==> src/rtl/seq_gen_if.sv <==
// Handshake bundle between the pattern generator and its pattern detector.
// The master side drives requests and detector returns; the slave side is the generator.
interface seq_gen_if #(
  parameter int unsigned CNT_W = 8
);
  logic             start;
  logic [CNT_W-1:0] len_hi;
  logic [CNT_W-1:0] len_lo;
  logic             K1;
  logic             K2;
  logic             A;
  logic             busy;
  logic             done;
  logic             err;

  modport master (
    output start, len_hi, len_lo, K1, K2,
    input  A, busy, done, err
  );

  modport slave (
    input  start, len_hi, len_lo, K1, K2,
    output A, busy, done, err
  );
endinterface

==> src/rtl/seq_gen.sv <==
// Emits a HI/LO/HI/LO pattern on A with programmable dwell lengths and checks
// the detector's K1/K2 return pulses against the pattern, flagging mismatches in err.
module seq_gen #(
  parameter int unsigned CNT_W = 8
) (
  input  logic     clk,
  input  logic     rst,
  seq_gen_if.slave bus
);

  typedef enum logic [2:0] {StIdle, StHi1, StLo1, StHi2, StLo2, StFin} state_e;

  localparam logic [CNT_W-1:0] CntOne = {{(CNT_W-1){1'b0}}, 1'b1};

  state_e           state_q, state_d;
  logic [CNT_W-1:0] cnt_q, cnt_d;
  logic [CNT_W-1:0] len_hi_q, len_hi_d;
  logic [CNT_W-1:0] len_lo_q, len_lo_d;
  logic             first_q, first_d;
  logic             a_q, a_d;
  logic             busy_q, busy_d;
  logic             done_q, done_d;
  logic             err_q, err_d;
  logic             k1_exp, k2_exp;

  // Counter load value for a phase: a zero length behaves as a one-cycle dwell.
  function automatic logic [CNT_W-1:0] load_val(input logic [CNT_W-1:0] len);
    return (len == '0) ? '0 : len - CntOne;
  endfunction

  always_comb begin
    state_d  = state_q;
    cnt_d    = cnt_q;
    len_hi_d = len_hi_q;
    len_lo_d = len_lo_q;
    first_d  = 1'b0;
    err_d    = err_q;
    k1_exp   = 1'b0;
    k2_exp   = 1'b0;

    unique case (state_q)
      StIdle: begin
        if (bus.start) begin
          len_hi_d = bus.len_hi;
          len_lo_d = bus.len_lo;
          err_d    = 1'b0;
          state_d  = StHi1;
          cnt_d    = load_val(bus.len_hi);
          first_d  = 1'b1;
        end
      end
      StHi1, StLo1, StHi2, StLo2: begin
        // Only the first cycle of HI2 / LO2 may carry a return pulse.
        k2_exp = first_q && (state_q == StHi2);
        k1_exp = first_q && (state_q == StLo2);
        if ((bus.K1 != k1_exp) || (bus.K2 != k2_exp)) begin
          err_d = 1'b1;
        end
        if (cnt_q != '0) begin
          cnt_d = cnt_q - CntOne;
        end else begin
          first_d = 1'b1;
          unique case (state_q)
            StHi1: begin
              state_d = StLo1;
              cnt_d   = load_val(len_lo_q);
            end
            StLo1: begin
              state_d = StHi2;
              cnt_d   = load_val(len_hi_q);
            end
            StHi2: begin
              state_d = StLo2;
              cnt_d   = load_val(len_lo_q);
            end
            default: begin
              state_d = StFin;
              cnt_d   = '0;
              first_d = 1'b0;
            end
          endcase
        end
      end
      StFin: begin
        state_d = StIdle;
      end
      default: begin
        state_d = StIdle;
        cnt_d   = '0;
      end
    endcase

    a_d    = (state_d == StHi1) || (state_d == StHi2);
    busy_d = (state_d == StHi1) || (state_d == StLo1) ||
             (state_d == StHi2) || (state_d == StLo2);
    done_d = (state_d == StFin);
  end

  always_ff @(posedge clk) begin
    if (!rst) begin
      state_q  <= StIdle;
      cnt_q    <= '0;
      len_hi_q <= '0;
      len_lo_q <= '0;
      first_q  <= 1'b0;
      a_q      <= 1'b0;
      busy_q   <= 1'b0;
      done_q   <= 1'b0;
      err_q    <= 1'b0;
    end else begin
      state_q  <= state_d;
      cnt_q    <= cnt_d;
      len_hi_q <= len_hi_d;
      len_lo_q <= len_lo_d;
      first_q  <= first_d;
      a_q      <= a_d;
      busy_q   <= busy_d;
      done_q   <= done_d;
      err_q    <= err_d;
    end
  end

  assign bus.A    = a_q;
  assign bus.busy = busy_q;
  assign bus.done = done_q;
  assign bus.err  = err_q;

endmodule

==> src/flat_wrapper.sv <==
// flat-port wrapper written by rule: the top's interface ports become plain ports
module seq_gen_flat 
#(
  parameter int unsigned CNT_W = 8
)
  (clk, rst, bus_start, bus_len_hi, bus_len_lo, bus_K1, bus_K2, bus_A, bus_busy, bus_done, bus_err);
  seq_gen_if #(.CNT_W(CNT_W)) bus_i ();
  input  logic clk;
  input  logic rst;
  input wire logic [$bits(bus_i.start)-1:0] bus_start;
  input wire logic [$bits(bus_i.len_hi)-1:0] bus_len_hi;
  input wire logic [$bits(bus_i.len_lo)-1:0] bus_len_lo;
  input wire logic [$bits(bus_i.K1)-1:0] bus_K1;
  input wire logic [$bits(bus_i.K2)-1:0] bus_K2;
  output wire logic [$bits(bus_i.A)-1:0] bus_A;
  output wire logic [$bits(bus_i.busy)-1:0] bus_busy;
  output wire logic [$bits(bus_i.done)-1:0] bus_done;
  output wire logic [$bits(bus_i.err)-1:0] bus_err;
  assign bus_i.start = bus_start;
  assign bus_i.len_hi = bus_len_hi;
  assign bus_i.len_lo = bus_len_lo;
  assign bus_i.K1 = bus_K1;
  assign bus_i.K2 = bus_K2;
  assign bus_A = bus_i.A;
  assign bus_busy = bus_i.busy;
  assign bus_done = bus_i.done;
  assign bus_err = bus_i.err;
  seq_gen #(.CNT_W(CNT_W)) u_core (.clk(clk), .rst(rst), .bus(bus_i));
endmodule
==> config.mk <==
export PLATFORM = sky130hd
export DESIGN_NAME = seq_gen_flat
export DESIGN_NICKNAME = d
export VERILOG_FILES = /design/src/rtl/seq_gen_if.sv /design/src/rtl/seq_gen.sv /design/src/flat_wrapper.sv
export SDC_FILE = /design/constraint.sdc
export NUM_CORES = 1
export LEC_CHECK = 0
export CORE_ASPECT_RATIO = 0.6
export CORE_MARGIN = 2
export CORE_UTILIZATION = 45
export DETAILED_ROUTE_END_ITERATION = 12
export PLACE_DENSITY = 0.66
export SLEW_MARGIN = 20
export SYNTH_ARGS = -nofsm -noshare
export SYNTH_HDL_FRONTEND = slang
export SYNTH_SLANG_ARGS = --single-unit
==> constraint.sdc <==
create_clock -name clk -period 2.1 [get_ports clk]
set_input_delay 0.21 -clock clk [delete_from_list [all_inputs] [get_ports clk]]
set_output_delay 0.21 -clock clk [all_outputs]
set_load 0.02 [all_outputs]
==> impl_metrics.tcl, run 1 <==
set metrics [dict create \
    outcome "complete, no violations" \
    cts.sinks 32 \
    grt_pass1_vias 1985 \
    initial_utilization_pct 47.7 \
    max_slew.worst_pin.slew_ns 0.528 \
    n_antenna_cell 0 \
    cts_tree "built" \
    netlist_area_sq_mm 0.00223 \
    cp_slowest_stage_delay_ns 0.59 \
    maxSlewViolCount 0 \
    final_cell_area_sq_mm 0.00268 \
    fin_skew_ns 0.00847 \
    synth_area_leaders "dfxtp_1 (29%), nand2_1 (7.2%), a21boi_1 (5.7%)" \
    max_freq_mhz 517 \
    cts_resized 0 \
    period_minus_slack_ns 1.93 \
    netlist_instances 279 \
    drcViolationCount 0 \
    setup_tns_ns 0 \
    crit_arrival_ns 2.18 \
    cts-root-buf "clkbuf_8" \
    r2r_slack_ns 0.17 \
    place_area_sq_mm 0.00259 \
    hold_class "in -> reg" \
    yosys.area.top_type "dfxtp_1" \
    async_flop_share_pct 0 \
    routed_wirelength_um 5950 \
    worstHoldEndpoint "u_core.len_lo_q[3]" \
    port_buffers 24 \
    worstHoldPathCells 3 \
    track_usage_pct 24.2 \
    rr_startpoint "u_core.len_hi_q[0]" \
    ff2ff_path_depth 5 \
    synth_cell_type_count 63 \
    syn_area_per_cell_sq_um 8.00 \
    synth_commonest_cells "nand2_1 (43), dfxtp_1 (32), a21boi_1 (17)" \
    critPathBufInv 0 \
    worstPathMaxFanout 5 \
    use_met2_pct 31.0 \
    synth_seq_area_share_pct 28.7 \
    vias 2190 \
    clkTransAtPathRegs_ns 0.08 \
    die_area_sq_mm 0.00556 \
    setup_viol 0 \
    critPathSlowestCell "or4_4" \
    yosys.area_share.simple_pct 27.9 \
    num_rows 19 \
    hold_start "bus_len_lo[3]" \
    hpwlAfterDp_um 4590 \
    power_uw 2030 \
    gp_congestion 0.885 \
    synth_warnings 0 \
    dr.pass1.iters 5 \
    gr-usage-met1_pct 38.1 \
    grt_start_max_net_pins 17 \
    numCtsBuffers 5 \
    hold_buffers 0 \
    timing.final.crit_share_pct 92.0 \
    top_usage_layer "met1" \
    drv_cap 0 \
    grt-ovfl-total 0 \
    post-route-util_pct 57.3 \
    antenna_found_initial 0 \
    hold_violations 0 \
    yosysMostFrequentCell "nand2_1" \
    vias_per_cell 5.82 \
    die_w_um 95.0 \
    crit_type "reg -> reg" \
    fill_cells 431 \
    ys_ff_latch 32 \
    wl_per_cell_um 15.8 \
    synth-edff-count 0 \
    rsz0062_at_grt "false" \
    critical_path_required_ns 2.34 \
    p_leak_uw 0.00104 \
    syn-num-nets 308 \
    ios 25 \
    ys_dominant_reg_cell "dfxtp_1" \
    grt_pass1_wl_um 10100 \
    drive_above_1_share_pct 11.5 \
    synthXorXnorAreaFrac_pct 4.31 \
    drt_first_iter_violations 207 \
    p_per_area_mw_per_mm2 757 \
    h-tree-depth 2 \
    synth_top_area_share_pct 28.7 \
    cts_max_path_buffers 2 \
    nets 341 \
    r2r_end "u_core.cnt_q[7]" \
    path_cells "or4_4 -> nor4_2 -> o21ai_1 -> a31oi_1 -> o221a_1" \
    syn_to_final_growth_pct 20.2 \
    synth_top_family_by_area "simple AND/OR/NAND/NOR gates" \
    muxShareOfSynthArea_pct 1.96 \
    ir_worst_vdd_uv 507 \
    cp-end-kind "flop" \
    core_sq_mm 0.00468 \
    crit_family "simple AND/OR/NAND/NOR gates" \
    relSlewSlack_pct 64.3 \
    drtAntennaViolNets 0 \
    globalRouteMet3Util_pct 7.17 \
    insertion_delay_ns 0.30 \
    synthAdderAreaFrac_pct 4.93 \
    synth_compound_area_share_pct 26.6 \
    fp.dieH_um 58.6 \
    start_kind "flop" \
    post_cts_buffers 0 \
]
[power breakdown]
| part | internal [uW] | leakage (uW) | switching [uW] |
|---|---|---|---|
| sequential | 672 | 0.000264 | 83.9 |
| clock | 262 | 0.0000510 | 251 |
| combinational | 348 | 0.000722 | 415 |
| total | 1280 | 0.00104 | 750 |
[cell usage in the layout, fill, tap and decap left out, drive strengths merged, types with 2 or more instances in the layout]
| cell | Yosys | layout |
|---|---|---|
| dfxtp | 32 | 32 |
| nand4 | 2 | 2 |
| mux2 | 3 | 3 |
| a21oi | 8 | 8 |
| nand3 | 6 | 6 |
| nand2 | 43 | 43 |
| nor3 | 7 | 7 |
| nor4 | 5 | 5 |
| nor3b | 10 | 10 |
| buf | 6 | 16 |
| or3 | 4 | 4 |
| clkdlybuf4s50 | 0 | 24 |
| o22ai | 4 | 4 |
| or4 | 3 | 3 |
| a31oi | 5 | 5 |
| o21ai | 24 | 24 |
| o21a | 3 | 3 |
| nor2 | 13 | 13 |
| clkbuf | 7 | 6 |
| o31ai | 4 | 4 |
| a221oi | 2 | 2 |
| a211oi | 2 | 2 |
| a21o | 2 | 2 |
| or4b | 2 | 2 |
| or2 | 2 | 2 |
| clkinv | 0 | 2 |
| and2 | 4 | 4 |
| xnor2 | 9 | 9 |
| nor4b | 2 | 2 |
| o32a | 2 | 2 |
| xor2 | 2 | 2 |
| nor2b | 2 | 2 |
| a21boi | 18 | 18 |
| ha | 8 | 8 |
| o41ai | 2 | 2 |
| o211a | 3 | 3 |
| inv | 12 | 12 |
[state kept, by name, summed over array words and instances, names as in the netlist]
signal,cells
u_core.state_q,3
u_core.first_q,1
u_core.len_hi_q,8
u_core.len_lo_q,8
u_core.cnt_q,8
u_core.bus.busy,1
u_core.bus.A,1
u_core.bus.err,1
u_core.bus.done,1
[through the flow]
stage / setup slack, ns / hold WS [ns] / std cells
6_report: 0.167 / 0.460 / 376
5_1_grt: 0.0768 / 0.462 / 376
4_1_cts: 0.212 / 0.458 / 376
3_5_place_dp: 0.0964 / 0.455 / 368
3_3_place_gp: 0.131 / 0.447 / 368
2_1_floorplan: 0.367 / 0.345 / 279
[cells by family (layout without fill, tap and decap cells)]
logic type	count (synthesis)	after routing
fa+ha+maj	9	9
buf+inv	26	60
simple gates	111	111
xor+xnor	11	11
compound gates	86	86
mux	4	4
flops	32	32
[per-layer routing]
layer | wire (um) | share of wire, %
met2 | 2240 | 38
met5 | 0 | 0
met3 | 566 | 9.5
met1 | 3090 | 52
met4 | 61 | 1.0
[how the worst max path moves through the flow]
stage | startpoint | to | slack [ns] | depth (start not counted)
floorplan | u_core.len_lo_q[2] | u_core.cnt_q[5] | 0.37 | 5
global placement | bus_len_hi[0] | u_core.cnt_q[2] | 0.13 | 8
detailed placement | bus_len_hi[2] | u_core.cnt_q[6] | 0.1 | 6
CTS | u_core.len_lo_q[3] | u_core.cnt_q[5] | 0.21 | 5
global route | u_core.len_lo_q[3] | u_core.cnt_q[5] | 0.08 | 5
finish | u_core.len_hi_q[0] | u_core.cnt_q[7] | 0.17 | 5
[final cells by class]
class	count	area (sq um)	area share, %
Clock buffer	6	82.6	3.08
Timing Repair Buffer	40	360	13.4
Tap cell	63	78.8	2.94
Inverter	12	45.0	1.68
Clock inverter	2	10.0	0.373
Sequential cell	32	641	23.9
Multi-Input combinational cell	221	1470	54.6
[worst reg2reg max path: cells and delay by family (launching register included)]
kind	cells	cell delay, ns
simple gates	2	0.85
compound gates	3	0.68
flops	1	0.36
No activity file was read; power rests on OpenSTA's default activity.
==> run 2, diff against run 1 <==
--- a/config.mk
+++ b/config.mk
@@ -7,9 +7,10 @@
 export LEC_CHECK = 0
 export CORE_ASPECT_RATIO = 0.6
 export CORE_MARGIN = 2
-export CORE_UTILIZATION = 45
+export CORE_UTILIZATION = 52
 export DETAILED_ROUTE_END_ITERATION = 12
-export PLACE_DENSITY = 0.66
+export PLACE_DENSITY = 0.75
+export REMOVE_ABC_BUFFERS = 1
 export SLEW_MARGIN = 20
 export SYNTH_ARGS = -nofsm -noshare
 export SYNTH_HDL_FRONTEND = slang
==> run 2 against run 1 <==
Worst hold slack got worse by 0.0064 ns. Die area fell by 13%. Global-route usage rose by 3.7 points. Register-to-register slack barely moved. Routed wire length rose by 4.9%. Sequential power barely moved. Via count rose by 2.1%. Critical path type unchanged. Largest power group unchanged.
==> impl_metrics.tcl, run 2 (synthesized netlist as in run 1, its figures left out) <==
set metrics [dict create \
    period_minus_slack_ns 1.93 \
    place_area_sq_mm 0.00259 \
    setup_tns_ns 0 \
    worstHoldEndpoint "u_core.len_lo_q[6]" \
    ff2ff_path_depth 5 \
    r2r_end "u_core.cnt_q[5]" \
    outcome "complete, no violations" \
    num_rows 18 \
    p_leak_uw 0.00104 \
    rsz0062_at_grt "false" \
    drt_first_iter_violations 232 \
    initial_utilization_pct 54.2 \
    nets 341 \
    drv_cap 0 \
    hold_start "bus_len_lo[6]" \
    final_cell_area_sq_mm 0.00270 \
    grt_start_max_net_pins 18 \
    clkTransAtPathRegs_ns 0.07 \
    p_per_area_mw_per_mm2 796 \
    max_freq_mhz 518 \
    grt-ovfl-total 0 \
    post_cts_buffers 0 \
    vias_per_cell 5.99 \
    cts_resized 0 \
    cp-end-kind "flop" \
    hold_violations 0 \
    critical_path_required_ns 2.28 \
    antenna_found_initial 0 \
    die_area_sq_mm 0.00485 \
    dr.pass1.iters 5 \
    drive_above_1_share_pct 11.5 \
    hold_buffers 0 \
    maxSlewViolCount 0 \
    setup_viol 0 \
    grt_pass1_wl_um 9880 \
    cts_tree "built" \
    hpwlAfterDp_um 4560 \
    gp_congestion 0.955 \
    relSlewSlack_pct 67.5 \
    ir_worst_vdd_uv 508 \
    start_kind "flop" \
    drcViolationCount 0 \
    reg_top3 "u_core.cnt_q: 8 flops, u_core.len_hi_q: 8 flops, u_core.len_lo_q: 8 flops" \
    n_antenna_cell 0 \
    h-tree-depth 2 \
    wl_per_cell_um 16.7 \
    timing.final.crit_share_pct 92.0 \
    crit_type "reg -> reg" \
    fp.dieH_um 54.8 \
    numCtsBuffers 5 \
    ios 25 \
    layout_commonest_cell "nand2_1" \
    core_sq_mm 0.00412 \
    fill_cells 379 \
    routed_wirelength_um 6240 \
    cts-root-buf "clkbuf_8" \
    insertion_delay_ns 0.29 \
    port_buffers 24 \
    hold_class "in -> reg" \
    worstPathMaxFanout 5 \
    grt_pass1_vias 1925 \
    track_usage_pct 27.9 \
    die_w_um 88.6 \
    final_cell_count_no_fill 373 \
    cts.sinks 32 \
    syn_to_final_growth_pct 20.8 \
    worstHoldPathCells 3 \
    dp.cells 365 \
    power_uw 2150 \
    rr_startpoint "u_core.len_lo_q[3]" \
    fin_skew_ns 0.00321 \
    cts_max_path_buffers 2 \
    r2r_slack_ns 0.17 \
    max_slew.worst_pin.slew_ns 0.481 \
    drtAntennaViolNets 0 \
    final_cell_mix "nand2_1 (43), dfxtp_1 (32), clkdlybuf4s50_1 (24)" \
    crit_arrival_ns 2.11 \
    vias 2235 \
]
run 2: critical path, stage by stage (launching register included):
cell and delay (ns):
dfxtp_1 0.35, or3_1 0.45, nor3_1 0.25, mux2_1 0.37, a221oi_1 0.30, o41ai_2 0.11
run 2: worst max path at each step:
stage                             startpoint              end  cells after the start  slack [ns]
after floorplan           u_core.len_lo_q[2]  u_core.cnt_q[5]                      5        0.37
after global placement         bus_len_hi[4]  u_core.cnt_q[6]                      6        0.16
after detailed placement       bus_len_hi[2]  u_core.cnt_q[6]                      6        0.08
after CTS                 u_core.len_lo_q[3]  u_core.cnt_q[5]                      5        0.20
after global routing      u_core.len_lo_q[1]  u_core.cnt_q[3]                      7        0.01
final                     u_core.len_lo_q[3]  u_core.cnt_q[5]                      5        0.17
run 2: layer usage:
| layer | up-vias | routed length [um] | GRT usage, % | part of all wire [%] |
|---|---|---|---|---|
| met5 | - | 0 | 0 | 0 |
| met4 | 0 | 132 | 8.84 | 2.1 |
| met1 | 1025 | 3020 | 42.2 | 48 |
| li1 | 1089 | - | - | - |
| met2 | 104 | 2500 | 37.7 | 40 |
| met3 | 17 | 596 | 7.09 | 9.5 |
run 2: final cells by class:
type / instances / area [sq um] / share of cell area [%]
clock inverters: 3 / 42.5 / 1.58
clock buffers: 5 / 68.8 / 2.55
inverters: 12 / 45.0 / 1.67
repair buffers: 40 / 360 / 13.4
well taps: 60 / 75.1 / 2.78
flip-flops and latches: 32 / 641 / 23.7
multi-input cells: 221 / 1470 / 54.3
run 2: stage by stage:
stage,worst slack [ns],utilization (%),hold slack (ns)
6_report,0.168,65.5,0.454
5_1_grt,0.0128,65.5,0.464
4_1_cts,0.195,65.5,0.454
3_5_place_dp,0.0795,62.8,0.450
3_3_place_gp,0.160,62.8,0.444
2_1_floorplan,0.367,-,0.328
run 2: report_power, final:
group / switching (uW) / internal (uW) / total (uW)
Clock: 264 / 351 / 615
Sequential: 86.0 / 672 / 758
Combinational: 425 / 351 / 776
Total: 775 / 1370 / 2150
==> run 3, diff against run 2 <==
--- a/config.mk
+++ b/config.mk
@@ -9,6 +9,7 @@
 export CORE_MARGIN = 2
 export CORE_UTILIZATION = 52
 export DETAILED_ROUTE_END_ITERATION = 12
+export GPL_TIMING_DRIVEN = 0
 export PLACE_DENSITY = 0.75
 export REMOVE_ABC_BUFFERS = 1
 export SLEW_MARGIN = 20
==> run 3 against run 2 <==
Via count fell by 6.1%. Die area did not move. Combinational power fell by 9.9%. Global-route usage fell by 2.4 points. Sequential power rose by 2%. Sequential cell count did not move. Clock power fell by 14%. Critical path type is now in -> reg.
==> impl_metrics.tcl, run 3 (synthesized netlist as in run 1, its figures left out) <==
set metrics [dict create \
    vias_per_cell 5.89 \
    ir_worst_vdd_uv 445 \
    rsz0062_at_grt "false" \
    wl_per_cell_um 15.7 \
    seqCellArea_sq_um 641 \
    hold_start "rst" \
    p_int_uw 1270 \
    cts_max_path_buffers 2 \
    grt_pass1_vias 1809 \
    grt-ovfl-total 0 \
    start_kind "primary input" \
    initial_utilization_pct 54.2 \
    outcome "complete, no violations" \
    port_buffers 24 \
    drt_first_iter_violations 187 \
    post_cts_buffers 0 \
    syn_to_final_growth_pct 14.8 \
    fill_cells 368 \
    n_antenna_cell 0 \
    track_usage_pct 25.5 \
    fp.dieH_um 54.8 \
    maxSlewViolCount 0 \
    grt_start_max_net_pins 34 \
    cp-end-kind "flop" \
    hold_class "in -> reg" \
    cts.sinks 32 \
    power_switching_uw 723 \
    timing.final.crit_share_pct 94.6 \
    numCtsBuffers 5 \
    ff2ff_path_depth 5 \
    reg_top3 "u_core.cnt_q: 8 flops, u_core.len_hi_q: 8 flops, u_core.len_lo_q: 8 flops" \
    p_per_area_mw_per_mm2 779 \
    crit_arrival_ns 2.14 \
    final_cell_mix "nand2_1 (43), dfxtp_1 (32), clkdlybuf4s50_1 (23)" \
    hold_buffers 0 \
    insertion_delay_ns 0.29 \
    clkTransAtPathRegs_ns 0.07 \
    fin_ws_ns 0.114 \
    r2r_slack_ns 0.12 \
    routed.top_layer "met4" \
    drv_cap 0 \
    cp-endpoint "u_core.cnt_q[6]" \
    cts_tree "built" \
    place_ws_ns -0.234 \
    antenna_found_initial 0 \
    r2r_end "u_core.cnt_q[4]" \
    die_area_sq_mm 0.00485 \
    setup_tns_ns 0 \
    met1_length_um 3010 \
    clockPowerShare_pct 26.4 \
    crit_type "in -> reg" \
    h-tree-depth 2 \
    period_minus_slack_ns 1.99 \
    grt_pass1_wl_um 9060 \
    layout_commonest_cell "nand2_1" \
    setup_viol 0 \
    die_w_um 88.6 \
    fin_skew_ns 0.00610 \
    drcViolationCount 0 \
    max_slew.worst_pin.slew_ns 0.676 \
    drtAntennaViolNets 0 \
    swShare_pct 36.2 \
    vias 2098 \
    multi_input_area_sq_mm 0.00147 \
    hold_violations 0 \
    critical_path_required_ns 2.25 \
    num_rows 18 \
    nets 325 \
    relSlewSlack_pct 54.8 \
    p_leak_uw 0.000959 \
    routed_wirelength_um 5590 \
    ios 25 \
    cts-root-buf "clkbuf_8" \
    hpwlAfterDp_um 4070 \
    combPwrFrac_pct 35.0 \
    rr_startpoint "u_core.state_q[2]" \
    gp_congestion 0.919 \
    dr.pass1.iters 4 \
    max_freq_mhz 503 \
    wl_met3_um 411 \
    core_sq_mm 0.00412 \
    drive_above_1_share_pct 7.09 \
    wl_met2_um 2100 \
    power_uw 2000 \
    power_frac_seq_pct 38.6 \
    worstPathMaxFanout 5 \
    worstSetupStartpoint "bus_len_hi[2]" \
]
## run 3: power groups by stage
stage	clock network, uW	logic, uW	registers [uW]
2_1_floorplan	0	484	763
3_3_place_gp	0	670	776
3_5_place_dp	0	683	779
4_1_cts	534	688	765
5_1_grt	557	775	781
6_report	527	699	770
## run 3: critical path, stage by stage
cell and delay (ns):
clkdlybuf4s50_1 0.54, nor4_2 0.50, a211oi_1 0.14, a311oi_1 0.52, a21o_1 0.19, a31oi_1 0.04
## run 3: routing by layer
layer | GRT usage, % | vias to the layer above
met3 | 5.73 | 9
met5 | 0 | -
met1 | 39.8 | 950
li1 | - | 1052
met2 | 34.0 | 87
met4 | 7.07 | 0
## run 3: layout make-up
| class | count | share of cell area, % |
|---|---|---|
| flip-flops and latches | 32 | 25.0 |
| repair buffers | 24 | 9.18 |
| well taps | 60 | 2.93 |
| multi-input cells | 221 | 57.4 |
| inverters | 12 | 1.76 |
| clock buffers | 7 | 3.76 |
## run 3: worst min path at each step
| stage | to | depth (start not counted) |
|---|---|---|
| floorplan | u_core.first_q | 1 |
| finish | u_core.first_q | 2 |
| CTS | u_core.len_lo_q[4] | 3 |
| detailed placement | u_core.bus.err | 2 |
| global placement | u_core.bus.err | 2 |
| global route | u_core.first_q | 2 |
## run 3: metrics by stage
step           instances  hold WS (ns)  cell area (sq um)  util (%)
2_1_floorplan        265         0.328               2150         -
3_3_place_gp         349         0.445               2470      59.9
3_5_place_dp         349         0.471               2470      59.9
4_1_cts              356         0.456               2560      62.2
5_1_grt              356         0.464               2560      62.2
6_report             356         0.421               2560      62.2
## run 3: timing repair
| item | 4_1_cts | 5_1_grt |
|---|---|---|
| endpoints found under the hold margin | 0 | 0 |
| endpoints found under the setup margin | 0 | 7 |
| resized for setup | 0 | 2 |
